--- src/rtl/tile_game_core.sv ---
// tile_game_core: falling-tile playfield, key judging and saturating score
// for the piano-tiles game. The VGA drawing logic reads rows and the event pulses.
module tile_game_core #(
  parameter int          LANES        = 4,
  parameter int          ROWS         = 7,
  parameter int          SCORE_W      = 16,
  parameter int          TICK_W       = 24,
  parameter int          SPEEDUP_HITS = 10,
  parameter int          MIN_PERIOD   = 1000,
  parameter logic [15:0] LFSR_SEED    = 16'hACE1
) (
  input  logic                    clock,
  input  logic                    reset,
  input  logic                    start,
  input  logic [LANES-1:0]        key,
  input  logic                    strict,
  input  logic [TICK_W-1:0]       tick_period,
  output logic [ROWS*LANES-1:0]   rows,
  output logic [SCORE_W-1:0]      score,
  output logic [1:0]              state,
  output logic                    shift,
  output logic                    hit,
  output logic                    miss,
  output logic                    wrong,
  output logic [LANES-1:0]        fail_lane
);

  localparam int LW      = (LANES > 1) ? $clog2(LANES) : 1;
  localparam int HC_W    = (SPEEDUP_HITS > 1) ? $clog2(SPEEDUP_HITS) : 1;
  localparam int HC_LAST = (SPEEDUP_HITS > 0) ? SPEEDUP_HITS - 1 : 0;
  localparam logic [TICK_W-1:0] MIN_P = TICK_W'(MIN_PERIOD);

  typedef enum logic [1:0] {
    ST_IDLE = 2'b00,
    ST_RUN  = 2'b01,
    ST_OVER = 2'b10
  } state_t;

  state_t            st;
  logic [LANES-1:0]  key_q;
  logic [15:0]       lfsr;
  logic [TICK_W-1:0] cnt;
  logic [TICK_W-1:0] cur_period;
  logic [TICK_W-1:0] period_next;
  logic [HC_W-1:0]   hit_cnt;

  logic [LANES-1:0]   kedge;
  logic [LANES-1:0]   bottom;
  logic [LANES-1:0]   spawn;
  logic               is_hit;
  logic               is_wrong;
  logic               expire;
  logic               speed_step;
  logic [15:0]        lfsr_next;
  logic [SCORE_W-1:0] score_inc;
  logic [TICK_W-1:0]  period_dec;
  logic [TICK_W-1:0]  period_sped;
  logic [TICK_W-1:0]  start_period;

  assign state = st;

  // Judge the current key edge, detect tick expiry and precompute the next period/LFSR/score values
  always_comb begin
    kedge        = key & ~key_q;
    bottom       = rows[(ROWS-1)*LANES +: LANES];
    is_hit       = (st == ST_RUN) && (kedge != '0) && (bottom != '0) && (kedge == bottom);
    is_wrong     = (st == ST_RUN) && (kedge != '0) && (bottom != '0) && (kedge != bottom) && strict;
    expire       = (st == ST_RUN) && (cnt == cur_period - TICK_W'(1));
    spawn        = '0;
    spawn[lfsr[LW-1:0]] = 1'b1;
    lfsr_next    = {lfsr[14:0], lfsr[15] ^ lfsr[13] ^ lfsr[12] ^ lfsr[10]};
    score_inc    = (score == '1) ? score : score + 1'b1;
    period_dec   = period_next - (period_next >> 3);
    if (period_dec >= MIN_P)
      period_sped = period_dec;
    else if (period_next < MIN_P)
      period_sped = period_next;
    else
      period_sped = MIN_P;
    speed_step   = is_hit && (SPEEDUP_HITS != 0) && (hit_cnt == HC_W'(HC_LAST));
    start_period = (tick_period == '0) ? TICK_W'(1) : tick_period;
  end

  // Game FSM: start/restart, tick shifting, press judging, speed-up and registered event pulses
  always_ff @(posedge clock) begin
    if (reset) begin
      st          <= ST_IDLE;
      key_q       <= '1;
      lfsr        <= LFSR_SEED;
      cnt         <= '0;
      cur_period  <= TICK_W'(1);
      period_next <= TICK_W'(1);
      hit_cnt     <= '0;
      rows        <= '0;
      score       <= '0;
      fail_lane   <= '0;
      shift       <= 1'b0;
      hit         <= 1'b0;
      miss        <= 1'b0;
      wrong       <= 1'b0;
    end else begin
      key_q <= key;
      shift <= 1'b0;
      hit   <= 1'b0;
      miss  <= 1'b0;
      wrong <= 1'b0;
      case (st)
        ST_IDLE, ST_OVER: begin
          if (start) begin
            rows        <= '0;
            score       <= '0;
            fail_lane   <= '0;
            cnt         <= '0;
            cur_period  <= start_period;
            period_next <= start_period;
            hit_cnt     <= '0;
            st          <= ST_RUN;
          end
        end
        ST_RUN: begin
          if (is_wrong) begin
            wrong     <= 1'b1;
            fail_lane <= kedge;
            st        <= ST_OVER;
          end else begin
            if (is_hit) begin
              hit   <= 1'b1;
              score <= score_inc;
              rows[(ROWS-1)*LANES +: LANES] <= '0;
              if (speed_step) begin
                hit_cnt     <= '0;
                period_next <= period_sped;
              end else begin
                hit_cnt <= hit_cnt + 1'b1;
              end
            end
            if (expire) begin
              cnt        <= '0;
              cur_period <= speed_step ? period_sped : period_next;
              if ((bottom != '0) && !is_hit) begin
                miss      <= 1'b1;
                fail_lane <= bottom;
                st        <= ST_OVER;
              end else begin
                shift <= 1'b1;
                rows  <= {rows[(ROWS-1)*LANES-1:0], spawn};
                lfsr  <= lfsr_next;
              end
            end else begin
              cnt <= cnt + TICK_W'(1);
            end
          end
        end
        default: st <= ST_IDLE;
      endcase
    end
  end

endmodule
--- config.mk ---
export PLATFORM = sky130hd
export DESIGN_NAME = tile_game_core
export DESIGN_NICKNAME = d
export VERILOG_FILES = /design/src/rtl/tile_game_core.sv
export SDC_FILE = /design/constraint.sdc
export NUM_CORES = 1
export LEC_CHECK = 0
export BUFFER_PORTS_ARGS = -buffer_cell sky130_fd_sc_hd__buf_4
export CAP_MARGIN = 40
export CORE_ASPECT_RATIO = 1.5
export CORE_MARGIN = 1.5
export CORE_UTILIZATION = 35
export DETAILED_ROUTE_END_ITERATION = 8
export GPL_TIMING_DRIVEN = 0
export PLACE_DENSITY = 0.62
export SLEW_MARGIN = 20
export SYNTH_ARGS = -nofsm -noshare
export SYNTH_HDL_FRONTEND = slang
export SYNTH_SLANG_ARGS = --single-unit
--- constraint.sdc ---
create_clock -name clock -period 4.2 [get_ports clock]
set_input_delay 0.63 -clock clock [delete_from_list [all_inputs] [get_ports clock]]
set_output_delay 0.63 -clock clock [all_outputs]
set_load 0.01 [all_outputs]
==> metrics.md, run 1 <==
| Metric | Value |
|---|---|
| Outcome | completed |
| Cells after synthesis | 1,101 |
| Detail Placement HPWL | 21,100 um |
| Hold Crit Start | key[2] |
| Share of async-settable or async-resettable flops after synthesis | 0 |
| Most area-consuming cells after synthesis | dfxtp_1, nor2_1, xnor2_1 |
| Cts hold-fix bufs | 0 |
| Aggregate global-route resource usage | 0.198 |
| Placed cell areas | 9910 um2 |
| Commonest cells post-synth | nor2_1, dfxtp_1, nand2_1 |
| Synth unique cells | 78 |
| Starting density of the core | 0.355 |
| Total grt overflow | 0 |
| Wire length per cell | 17.2 um |
| Synth Net Count | 1,160 |
| Final min period | 4.02 ns |
| Fmax | 0.248 GHz |
| Mean Syn Cell Area | 8.04 um2 |
| Number of global-route vias before repair | 8,179 |
| Post-route DRC | 0 |
| Reg2Reg Depth | 15 |
| Final Hold Fails | 0 |
| Global placer's final weighted congestion | 0.906 |
| Post-synth EDFFs | 0 |
| Post-Synth XOR/XNOR Area | 0.0851 |
| Final instance area | 10,600 um2 |
| Final nets | 1,270 |
| Diodes inserted | 0 |
| CP Capture Type | flop |
| Layout cell share with drive strength beyond 1 | 0.154 |
| CP Max Fanout | 9 |
| Flops & latches, synth | 150 |
| Routed vias/inst | 5.45 |
| CTS buffer count | 17 |
| Max VDD drop | 0.287 mV |
| Worst Path Required | 4.54 ns |
| Slowest cell on crit path | or4_4 |
| Pleak | 0.00407 uW |
| TritonCTS clock tree | built |
| Mux contribution to synthesized area | 0.0350 |
| FF-to-FF setup slack | 0.18 ns |
| Largest family of logic cells by synthesized area | simple AND/OR/NAND/NOR gates |
| DIE AREA | 26,300 um2 |
| Worst Path Buf+Inv | 3 |
| Max-Cap Viols | 0 |
| Adder-Cell Fraction of Synth Area | 0.0390 |
| Synth warnings | 0 |
| Die height | 198 um |
| Post-synth top area share | 0.339 |
| Slew headroom | 0.381 |
| Worst R2R End | cur_period[6] |
| Critical-path cell list | inv_1 > ha_1 > inv_1 > fa_2 > a21o_4 > a221oi_4 > o31a_4 > or3_1 > o2111ai_1 > or4_4 > a2111oi_4 > and3_1 > buf_6 > mux2_1 > a311oi_1 |
| Core area | 25,000 um2 |
| Initial antenna violation count | 0 |
| P per Cell Area | 415 nW/um2 |
| CP Launch Type | flop |
| Hold Path Class | in -> reg |
| Post-synth top area cell | dfxtp_1 |
| Top FF cell, synth | dfxtp_1 |
| Clock sinks | 150 |
| Layout Skew | 0.0103 ns |
| Buffers on Ports | 84 |
| Final period util | 0.958 |
| Initial DRC Count | 580 |
| CP endpoint | cur_period[6] |
| Total vias in the final route | 8,454 |
| Worst-Margin Slew | 0.920 ns |
| Top Family by Delay on Critical Path | compound AO/OA/AOI/OAI gates |
| Most frequent CP cell | inv_1 |
| Clock-pin slew on the worst setup and hold paths | 0.07 ns |
| Setup violators final | 0 |
| Clock Tree Root | clkbuf_16 |
| Worst skew pair latency | 0.43 ns |
| Largest net degree at the start of global routing | 17 |
| Crit path launch | period_next[0] |
| Htree depth | 4 |
| Worst setup path category | reg -> reg |
| Die X-Extent | 133 um |
| Worst Setup Slack, final | 0.176 ns |
| RSZ-0062 raised after global routing | no |
| Sequential area share after synthesis | 0.339 |
| Pre-CTS setup slack | -0.271 ns |
| Area growth syn-to-layout | 19.5% |
| Fill count | 2,502 |
| Critical path depth | 15 |
| # IOs | 86 |
| CTS max path bufs | 2 |
| Mapped cell area | 8860 um2 |
| Global-route wire length before repair | 41,400 um |
| Final Max Slew Viols | 0 |
| Top-count cell post-synth | nor2_1 |
| Site Rows | 71 |
| Synth Area in Simple Gates | 0.246 |
| Routed wire length | 26,600 um |
| First-pass detailed-route iteration total | 5 |
| Critical Path AT | 4.36 ns |
| Area fraction in compound gates after synthesis | 0.209 |
| FF-to-FF Start | period_next[0] |
| Worst path max stage delay | 0.51 ns |
| Routed Antenna Nets | 0 |
==> logic make-up after synthesis <==
| kind of cell | count (synthesis) |
|---|---|
| adder cells (fa/ha/maj) | 27 |
| buffers and inverters | 96 |
| flip-flops | 150 |
| AND/OR/NAND/NOR | 452 |
| multiplexers | 30 |
| AO/OA/AOI/OAI | 260 |
| XOR/XNOR | 86 |
==> worst reg2reg max path, stage by stage, from the launching register on <==
cell       delay, ns
dfxtp_1         0.34
inv_1           0.06
ha_1            0.16
inv_1           0.06
fa_2            0.36
a21o_4          0.24
a221oi_4        0.39
o31a_4          0.20
or3_1           0.12
o2111ai_1       0.12
or4_4           0.52
a2111oi_4       0.35
and3_1          0.22
buf_6           0.16
mux2_1          0.38
a311oi_1        0.26
==> report_power, final <==
group          total [uW]  leakage (uW)  internal, uW  switching [uW]
clock                1530      0.000294           858             676
sequential           1560       0.00122          1480            78.0
combinational        1300       0.00255           497             800
total                4390       0.00407          2830            1550
==> registers in the layout (all words and copies together), names as in the netlist, 2 cells and up <==
| signal | count |
|---|---|
| lfsr | 16 |
| cur_period | 24 |
| key_q | 4 |
| state | 2 |
| rows | 28 |
| fail_lane | 4 |
| period_next | 24 |
| score | 16 |
| cnt | 24 |
| hit_cnt | 4 |
==> per-layer routing <==
layer,global-route usage,vias up,share of wire
met1,0.208,3939,0.39
met2,0.366,236,0.51
met3,0.0243,92,0.027
li1,-,4187,-
met5,0,-,0
met4,0.139,0,0.067
==> layout make-up <==
type / count / area [um2] / share of cell area
clock buffers: 18 / 439 / 0.0415
clock inverters: 14 / 150 / 0.0142
multi-input cells: 855 / 5480 / 0.518
plain buffers: 58 / 275 / 0.0260
inverters: 38 / 143 / 0.0135
repair buffers: 91 / 678 / 0.0641
flip-flops and latches: 150 / 3010 / 0.284
well taps: 328 / 410 / 0.0388
==> metrics by stage <==
stage	util	cells	total power (uW)	TNS (ns)	hold slack, ns
2_1_floorplan	-	1101	2490	0	0.445
3_3_place_gp	0.396	1513	2810	-1.46	0.459
3_5_place_dp	0.397	1515	2820	-1.44	0.466
4_1_cts	0.421	1548	4350	0	0.387
5_1_grt	0.424	1552	4590	0	0.389
6_report	0.424	1552	4390	0	0.394
==> repair_timing <==
| action | 4_1_cts | 5_1_grt |
|---|---|---|
| endpoints found under the setup margin | 16 | 21 |
| gates resized for setup | 0 | 14 |
| buffers inserted | 1 | 4 |
| gates cloned | 0 | 0 |
| pin swaps | 1 | 7 |
==> worst min path at each step <==
stage                to  slack, ns  depth (start not counted)
2_1_floorplan  lfsr[11]       0.45                          2
3_3_place_gp   lfsr[11]       0.46                          2
3_5_place_dp    lfsr[7]       0.47                          2
4_1_cts        key_q[2]       0.39                          2
5_1_grt        key_q[2]       0.39                          2
6_report       key_q[2]       0.39                          2
==> cells in the final DEF, fill, tap and decap left out, drive strengths merged, types with 37 or more instances in the layout <==
| cell type | Yosys | final |
|---|---|---|
| a211oi | 37 | 37 |
| a21oi | 57 | 57 |
| buf | 17 | 107 |
| clkbuf | 41 | 60 |
| dfxtp | 150 | 150 |
| inv | 38 | 47 |
| nand2 | 84 | 84 |
| nor2 | 190 | 190 |
| o21ai | 39 | 39 |
| xnor2 | 53 | 53 |
Power figures use the tool's default switching activity.
==> run 2: changes to the inputs <==
--- a/config.mk
+++ b/config.mk
@@ -13,6 +13,7 @@
 export DETAILED_ROUTE_END_ITERATION = 8
 export GPL_TIMING_DRIVEN = 0
 export PLACE_DENSITY = 0.62
+export RECOVER_POWER = 50
 export SLEW_MARGIN = 20
 export SYNTH_ARGS = -nofsm -noshare
 export SYNTH_HDL_FRONTEND = slang
==> run 2 against run 1 <==
Net effect: maximum frequency about the same; count of clock-buffer cells in the layout unchanged; wire length up 0.41%; clock skew about the same; critical endpoint is now period_next[6]; largest cell class unchanged.
==> metrics.md, run 2 (synthesis gave the netlist of run 1 again) <==
| Metric | Value |
|---|---|
| CTS max path bufs | 2 |
| Most frequent cells in the layout | nor2_1, dfxtp_1, clkbuf_1 |
| CP Capture Type | flop |
| Worst setup path category | reg -> reg |
| Critical Path AT | 4.35 ns |
| Clock-pin slew on the worst setup and hold paths | 0.07 ns |
| Seq pwr share | 0.355 |
| Comb power frac | 0.295 |
| Clock sinks | 150 |
| Total power draw | 4390 uW |
| Total vias in the final route | 8,499 |
| Clock Tree Root | clkbuf_16 |
| Global-route wire length before repair | 41,400 um |
| Setup violators final | 0 |
| Final min period | 4.02 ns |
| Max VDD drop | 0.286 mV |
| Worst R2R End | period_next[6] |
| Die height | 198 um |
| DIE AREA | 26,300 um2 |
| Number of global-route vias before repair | 8,179 |
| Routed wire length | 26,700 um |
| Core area | 25,000 um2 |
| Largest net degree at the start of global routing | 17 |
| Largest reg by FF count | rows |
| CTS buffer count | 17 |
| # IOs | 86 |
| Fmax | 0.249 GHz |
| RSZ-0062 raised after global routing | no |
| Buffers on Ports | 84 |
| Clock network fraction of total power | 0.350 |
| Wire length per cell | 17.2 um |
| Worst Setup Slack, final | 0.177 ns |
| Hold Crit Start | key[2] |
| Post-route DRC | 0 |
| Final nets | 1,270 |
| Routed vias/inst | 5.48 |
| Min-Delay Endpoint | key_q[2] |
| Outcome | completed |
| Net Switching | 1560 uW |
| Max-Cap Viols | 0 |
| Site Rows | 71 |
| CP Launch Type | flop |
| Worst-Margin Slew | 0.942 ns |
| P_int | 2830 uW |
| P per Cell Area | 424 nW/um2 |
| Final Max Slew Viols | 0 |
| Worst Path Required | 4.53 ns |
| Htree depth | 4 |
| Die X-Extent | 133 um |
| Total grt overflow | 0 |
| Slew headroom | 0.366 |
| Final Hold Fails | 0 |
| WHS Path Cells | 2 |
| Area growth syn-to-layout | 17.1% |
| Reg2Reg Depth | 14 |
| Pre-CTS setup slack | -0.271 ns |
| Initial DRC Count | 532 |
| CP Max Fanout | 9 |
| First-pass detailed-route iteration total | 5 |
| Diodes inserted | 0 |
| TritonCTS clock tree | built |
| FF-to-FF setup slack | 0.18 ns |
| Aggregate global-route resource usage | 0.198 |
| Most common cell after layout, fill and taps aside | nor2_1 |
| Final period util | 0.958 |
| Cts hold-fix bufs | 0 |
| Layout cell share with drive strength beyond 1 | 0.109 |
| Final core utilization | 0.415 |
| Routed Antenna Nets | 0 |
| Worst skew pair latency | 0.43 ns |
| Pleak | 0.00383 uW |
| Max reg flops | 28 |
| Hold Path Class | in -> reg |
| Layout Skew | 0.0105 ns |
| Starting density of the core | 0.355 |
| Global placer's final weighted congestion | 0.906 |
| Detail Placement HPWL | 21,100 um |
| Switching Share | 0.355 |
| Initial antenna violation count | 0 |
| FF-to-FF Start | period_next[3] |
-- run 2: cell count changes in the layout (fill, tap and decap cells not counted), sizes merged --
cell	change
buf	-56
clkbuf	+56
-- run 2: cell type report --
class / count / area (um2)
Sequential cell: 150 / 3010
Buffer: 58 / 272
Clock inverter: 14 / 150
Clock buffer: 18 / 439
Timing Repair Buffer: 91 / 475
Tap cell: 328 / 410
Multi-Input combinational cell: 855 / 5470
Inverter: 38 / 143
Fill cell: 2549 / 14600
-- run 2: what timing repair did --
item,4_1_cts,5_1_grt
pin swaps,1,7
resized for setup,0,14
setup endpoints to repair,16,21
buffers inserted,1,4
-- run 2: worst max-delay path by stage --
stage,startpoint,end,slack (ns)
global route,period_next[0],cur_period[2],0.02
floorplan,period_next[3],cur_period[6],0.24
CTS,period_next[9],period_next[2],0.01
finish,period_next[3],period_next[6],0.18
detailed placement,period_next[3],period_next[2],-0.27
global placement,period_next[3],cur_period[2],-0.28
-- run 2: per-layer routing --
metal,wire length [um],track usage,up-vias
met4,1780,0.139,0
li1,-,-,4184
met1,10500,0.208,3993
met5,0,0,-
met3,730,0.0243,91
met2,13700,0.366,231
-- run 2: per-stage QoR --
stage | hold WS (ns) | cell area (um2) | setup TNS [ns] | cells
floorplan | 0.445 | 8860 | 0 | 1101
global placement | 0.459 | 9900 | -1.46 | 1513
detailed placement | 0.466 | 9910 | -1.44 | 1515
CTS | 0.387 | 10500 | 0 | 1548
global route | 0.389 | 10400 | 0 | 1552
finish | 0.393 | 10400 | 0 | 1552
-- run 2: power groups by stage --
stage | Sequential [uW] | Clock, uW | Combinational, uW
floorplan | 1560 | 0 | 928
global placement | 1580 | 0 | 1220
detailed placement | 1580 | 0 | 1230
CTS | 1550 | 1550 | 1240
global route | 1560 | 1620 | 1410
finish | 1560 | 1540 | 1300
-- run 2: worst max-delay path, cell delays in order, from the launching register on --
cell and delay [ns]:
dfxtp_4 0.39, ha_1 0.18, inv_1 0.06, fa_2 0.36, a21o_4 0.24, a221oi_4 0.39
o31a_4 0.20, or3_1 0.12, o2111ai_1 0.12, or4_4 0.51, a2111oi_4 0.35, and3_1 0.22
buf_6 0.16, mux2_1 0.38, a221oi_1 0.25
